## src/rtl/seq_step_ctrl.sv

```systemverilog
// Programmable step sequencer for the four-sensor gesture path: walks a table of
// masked input patterns, enforcing a per-step dwell timeout, and reports progress.
`timescale 1ns/1ps
module seq_step_ctrl #(
  parameter int DEPTH   = 16,
  parameter int TIMEOUT = 1000,
  parameter int TW      = 16
) (
  input  logic       clk,
  input  logic       reset,
  input  logic       i1,
  input  logic       i2,
  input  logic       i3,
  input  logic       i4,
  input  logic       cfg_we,
  input  logic [3:0] cfg_addr,
  input  logic [3:0] cfg_mask,
  input  logic [3:0] cfg_val,
  input  logic       cfg_len_we,
  input  logic [4:0] cfg_len,
  input  logic       arm,
  input  logic       abort,
  output logic       busy,
  output logic [4:0] step,
  output logic       done,
  output logic       fail,
  output logic [7:0] done_cnt
);

  typedef enum logic {IDLE, MATCH} state_t;

  localparam logic [4:0]    MAX_LEN  = 5'(DEPTH);
  localparam logic [TW-1:0] TIMER_MX = TW'(TIMEOUT - 1);

  state_t        state_q, state_d;
  logic [4:0]    step_d;
  logic [TW-1:0] timer_q, timer_d;
  logic [4:0]    len_q, len_d;
  logic          done_d, fail_d;
  logic [7:0]    cnt_d;
  logic [3:0]    mask_q [DEPTH];
  logic [3:0]    val_q  [DEPTH];

  logic [3:0] pat;
  logic [3:0] cur_idx, prev_idx;
  logic       cur_match, prev_match, tbl_we;

  assign pat      = {i4, i3, i2, i1};
  assign cur_idx  = step[3:0];
  assign prev_idx = cur_idx - 4'd1;

  // Only the care bits take part in the compare, so a zero mask always matches.
  assign cur_match  = ((pat ^ val_q[cur_idx])  & mask_q[cur_idx])  == 4'd0;
  assign prev_match = ((pat ^ val_q[prev_idx]) & mask_q[prev_idx]) == 4'd0;

  assign tbl_we = (state_q == IDLE) && cfg_we;
  assign busy   = (state_q == MATCH);

  // NOTE: every variable gets a default before the case so no path leaves one
  // unassigned, which would otherwise infer a latch.
  always_comb begin
    state_d = state_q;
    step_d  = step;
    timer_d = timer_q;
    len_d   = len_q;
    done_d  = 1'b0;
    fail_d  = 1'b0;
    cnt_d   = done_cnt;
    unique case (state_q)
      IDLE: begin
        if (cfg_len_we) len_d = (cfg_len > MAX_LEN) ? MAX_LEN : cfg_len;
        if (arm && (len_q != 5'd0) && !cfg_we && !cfg_len_we) begin
          state_d = MATCH;
          step_d  = 5'd0;
          timer_d = '0;
        end
      end
      MATCH: begin
        if (abort) begin
          state_d = IDLE;
          step_d  = 5'd0;
          timer_d = '0;
        end else if (cur_match) begin
          timer_d = '0;
          if ((step + 5'd1) == len_q) begin
            done_d  = 1'b1;
            cnt_d   = done_cnt + 8'd1;
            state_d = IDLE;
            step_d  = 5'd0;
          end else begin
            step_d = step + 5'd1;
          end
        end else if (step == 5'd0) begin
          timer_d = '0;
        end else if (prev_match) begin
          // Still holding the previous pattern: tolerated until the dwell limit.
          if (timer_q == TIMER_MX) begin
            fail_d  = 1'b1;
            step_d  = 5'd0;
            timer_d = '0;
          end else begin
            timer_d = timer_q + 1'b1;
          end
        end else begin
          fail_d  = 1'b1;
          step_d  = 5'd0;
          timer_d = '0;
        end
      end
      default: state_d = IDLE;
    endcase
  end

  // NOTE: sequential state uses non-blocking assignments so every register
  // samples the pre-edge values regardless of statement order.
  always_ff @(posedge clk) begin
    if (reset) begin
      state_q  <= IDLE;
      step     <= 5'd0;
      timer_q  <= '0;
      len_q    <= 5'd0;
      done     <= 1'b0;
      fail     <= 1'b0;
      done_cnt <= 8'd0;
    end else begin
      state_q  <= state_d;
      step     <= step_d;
      timer_q  <= timer_d;
      len_q    <= len_d;
      done     <= done_d;
      fail     <= fail_d;
      done_cnt <= cnt_d;
    end
  end

  // NOTE: the table is a small register file that must read as all-zero masks
  // after reset, so unlike a RAM it is explicitly cleared.
  always_ff @(posedge clk) begin
    if (reset) begin
      for (int k = 0; k < DEPTH; k++) begin
        mask_q[k] <= 4'd0;
        val_q[k]  <= 4'd0;
      end
    end else if (tbl_we) begin
      mask_q[cfg_addr] <= cfg_mask;
      val_q[cfg_addr]  <= cfg_val;
    end
  end

endmodule

```

## config.mk

```make
export PLATFORM = sky130hd
export DESIGN_NAME = seq_step_ctrl
export DESIGN_NICKNAME = d
export VERILOG_FILES = /design/src/rtl/seq_step_ctrl.sv
export SDC_FILE = /design/constraint.sdc
export NUM_CORES = 1
export LEC_CHECK = 0
export CAP_MARGIN = 30
export CELL_PAD_IN_SITES_DETAIL_PLACEMENT = 1
export CELL_PAD_IN_SITES_GLOBAL_PLACEMENT = 2
export CORE_ASPECT_RATIO = 1.25
export CORE_MARGIN = 4
export CORE_UTILIZATION = 42
export DETAILED_ROUTE_END_ITERATION = 10
export GPL_TIMING_DRIVEN = 0
export PLACE_DENSITY = 0.76
export RECOVER_POWER = 100
export SLEW_MARGIN = 40
export SYNTH_ARGS = -nofsm -noshare
export SYNTH_HDL_FRONTEND = slang
export SYNTH_SLANG_ARGS = --single-unit
export TNS_END_PERCENT = 100
```

## constraint.sdc

```tcl
create_clock -name clk -period 4.4 [get_ports clk]
set_input_delay 0.44 -clock clk [delete_from_list [all_inputs] [get_ports clk]]
set_output_delay 0.44 -clock clk [all_outputs]
set_load 0.1 [all_outputs]
```

==> impl_metrics.yaml, run 1 <==
clock_network:
  htree_levels: 4
  cts_sinks: 169
  clkLatencyLatePin_ns: 0.45
  cts_buffers: 17
  clk_pin_slew_ns: 0.08
  cts_hold_buf: 0
  cts_tree: "done"
  max-clock-path-buffers: 2
  root_buffer: "clkbuf_16"
detailed_routing:
  drt_wl_total_microns: 30000
  routed_via_density: 6.00
  drcViolationCount: 0
  drt_first_pass_iters: 5
  drt_iter0_markers: 532
  wl_per_cell_microns: 26.1
  ant_nets: 0
  route.vias.total: 6904
synthesis:
  yosysSeqAreaShare: 0.491
  synth_edf_count: 128
  syn-instance-count: 794
  synthesis.area_per_instance_sq_um: 12.0
  synthTopCellsByCount: "131 x and2_1, 128 x edfxtp_1, 51 x mux4_2, 41 x dfxtp_1, 41 x nand2_1"
  ys.warnings.count: 0
  async_flop_share: 0
  synth_top_area_frac: 0.404
  ys_types: 67
  netlist_area_sq_mm: 0.00950
  synth.net_count: 826
  yosysTopAreaCell: "edfxtp_1"
  synth-seq-cells: 169
  ys_top_cells_by_area: "edfxtp_1 40%, mux4_2 12%, dfxtp_1 8.6%, and2_1 8.6%, mux2i_1 2.6%"
  ys.flop_type: "edfxtp_1"
  yosysMostFrequentCell: "and2_1"
power:
  combPwrFrac: 0.075
  intPower_uw: 2610
  pwr-share-seq: 0.503
  sw_frac_of_total: 0.263
  p_leak_uw: 0.00368
  clkPwrFrac: 0.422
  peakVddDrop_v: 0.000270
  p_per_area_mw_per_mm2: 328
  power_switching_uw: 930
cells_and_area:
  drive_gt1_frac: 0.146
  fillers: 2357
  utilization: 0.484
  antennaDiodeCount: 0
  fin_cells: 1150
  area_growth_pct: 13.6
  final_cell_area_sq_mm: 0.0108
  multi_input_area_sq_mm: 0.00458
  register_area_sq_mm: 0.00467
  fin_nets: 886
timing:
  worst_pin_slew_ns: 1.43
  drv_slew: 0
  setup_violations: 0
  hold_violations: 0
  fin_skew_ns: 0.0213
  fin_crit_sh: 0.966
  period_needed_ns: 4.25
  fmax_mhz: 235
  fin_tns_setup_ns: 0
  rsz0062_at_grt: "no"
  worst_hold_slack_ns: 0.499
  slew_headroom: 0.0409
grt:
  grt_pass1_wl_microns: 44900
  grt_pass1_vias: 7310
  grt.overflow.total: 0
  grt_usage: 0.244
  antenna_found_initial: 0
  grt_max_degree: 19
worst_setup_path:
  cp_top_family: "buffers and inverters"
  startpoint_type: "register"
  critical_path.cell_chain: "buf_2, buf_6, buf_4, inv_1, ha_1, buf_2, clkbuf_2, mux4_2, mux2_2, and3_1, nor4_1, o211ai_1, a31oi_4, o21ai_0"
  cp.required_ns: 4.70
  crit_cells: 14
  path_max_fanout: 10
  critPathSlowestCell: "clkbuf_2"
  cp.arrival_ns: 4.55
  slowest_delay_ns: 0.42
  path_buf_inv: 6
  reg2reg_depth: 14
  path_common_cell: "buf_2"
  cp-end-kind: "register"
  worst-setup-path-type: "reg -> reg"
placed_design:
  dp_cells: 1116
  place_area_sq_mm: 0.0102
  dp_hpwl_microns: 22200
  port_buffers: 39
  place.gp.congestion: 0.905
floorplan:
  pin_count: 43
  die_y_microns: 176
  core_area_sq_mm: 0.0223
  fp.dieArea_sq_mm: 0.0251
  fp-row-count: 61
  start_util: 0.426
  die_w_microns: 143
status:
  outcome: "finished, final reports clean"
min_path:
  hold_path_depth: 2
  hold_path_class: "reg -> reg"
run:
  max_cap_violations: 0
-- cells in the final DEF, fill, tap and decap left out, types with 4 or more instances in the layout --
master and n:
and2_0 98, clkbuf_1 33, ha_1 5, xor2_1 27, clkbuf_16 17, nor3b_1 6
nor3_1 10, nand4b_1 4, clkdlybuf4s50_1 22, nand2_1 41, buf_4 6, nand3_1 32
buf_2 13, mux2i_1 25, edfxtp_1 128, nor2_1 38, inv_1 13, nand4_1 7
xnor2_1 15, nand3b_1 6, o211ai_1 9, a21oi_1 14, nand2b_1 14, or2_0 16
o21ai_0 22, inv_8 6, mux4_2 51, a31oi_1 6, dfxtp_1 40, and2_1 33
buf_6 6, nor2b_1 9, and3_1 11, a32oi_1 7, o22ai_1 5
-- cell families after synthesis --
group	Yosys count	synth area share
compound gates	91	0.0678
xor+xnor	43	0.0396
fa+ha+maj	5	0.00658
buf+inv	58	0.0311
flops	169	0.491
mux	78	0.150
simple gates	350	0.214
-- worst min-delay path, stage by stage (launching register included) --
cell	delay [ns]
dfxtp_1	0.34
nand2_1	0.06
a21oi_1	0.05
-- metrics by stage --
stage	setup slack (ns)	total power, uW
detailed placement	-0.664	2080
global placement	-0.557	2060
global route	0.00759	3640
finish	0.150	3540
floorplan	0.257	1960
CTS	0.0449	3560
-- final cells by class --
class / instances / area share
Inverter: 14 / 0.00487
Tap cell: 283 / 0.0328
Buffer: 43 / 0.0233
Sequential cell: 169 / 0.432
Timing Repair Buffer: 41 / 0.0283
Multi-Input combinational cell: 568 / 0.425
Clock inverter: 15 / 0.0141
Clock buffer: 17 / 0.0394
-- worst paths after layout --
path	slack, ns	end	start
setup / recovery	0.15	register	step[0]$_SDFFE_PP0P_
hold / removal	0.50	len_q[0]$_SDFFE_PP0P_	len_q[0]$_SDFFE_PP0P_
hold reg to reg	0.50	len_q[0]$_SDFFE_PP0P_	len_q[0]$_SDFFE_PP0P_
setup reg to reg	0.15	register	step[0]$_SDFFE_PP0P_
-- power groups by stage --
| stage | logic, uW | registers (uW) | clock network [uW] |
|---|---|---|---|
| final | 265 | 1780 | 1490 |
| after global routing | 283 | 1780 | 1580 |
| after CTS | 266 | 1780 | 1510 |
| after detailed placement | 262 | 1810 | 0 |
| after global placement | 255 | 1810 | 0 |
| after floorplan | 153 | 1800 | 0 |
-- what timing repair did --
item	CTS	global route
setup buffers	1	1
cloned	0	1
setup endpoints to repair	29	25
pin swaps	1	2
endpoints found under the hold margin	0	0
resized for setup	5	7
-- sequential cells by signal, indices dropped and copies added, names as in the netlist, named ones only --
name / flops
busy: 1
step: 5
timer_q: 16
done_cnt: 8
mask_q: 64
val_q: 64
done: 1
fail: 1
len_q: 5
-- routing by layer --
layer,track usage,share of wire,up-vias
li1,-,-,3086
met1,0.297,0.40,3568
met2,0.425,0.52,194
met3,0.0404,0.044,56
met4,0.105,0.035,0
met5,0,0,-
Note: power is estimated with default switching activity, not from simulation.
==> run 2: changes to the inputs <==
- HOLD_SLACK_MARGIN: default -> 0.08
==> results of run 2 <==
The final DEF is identical to that of run 1; final timing and power are the same.
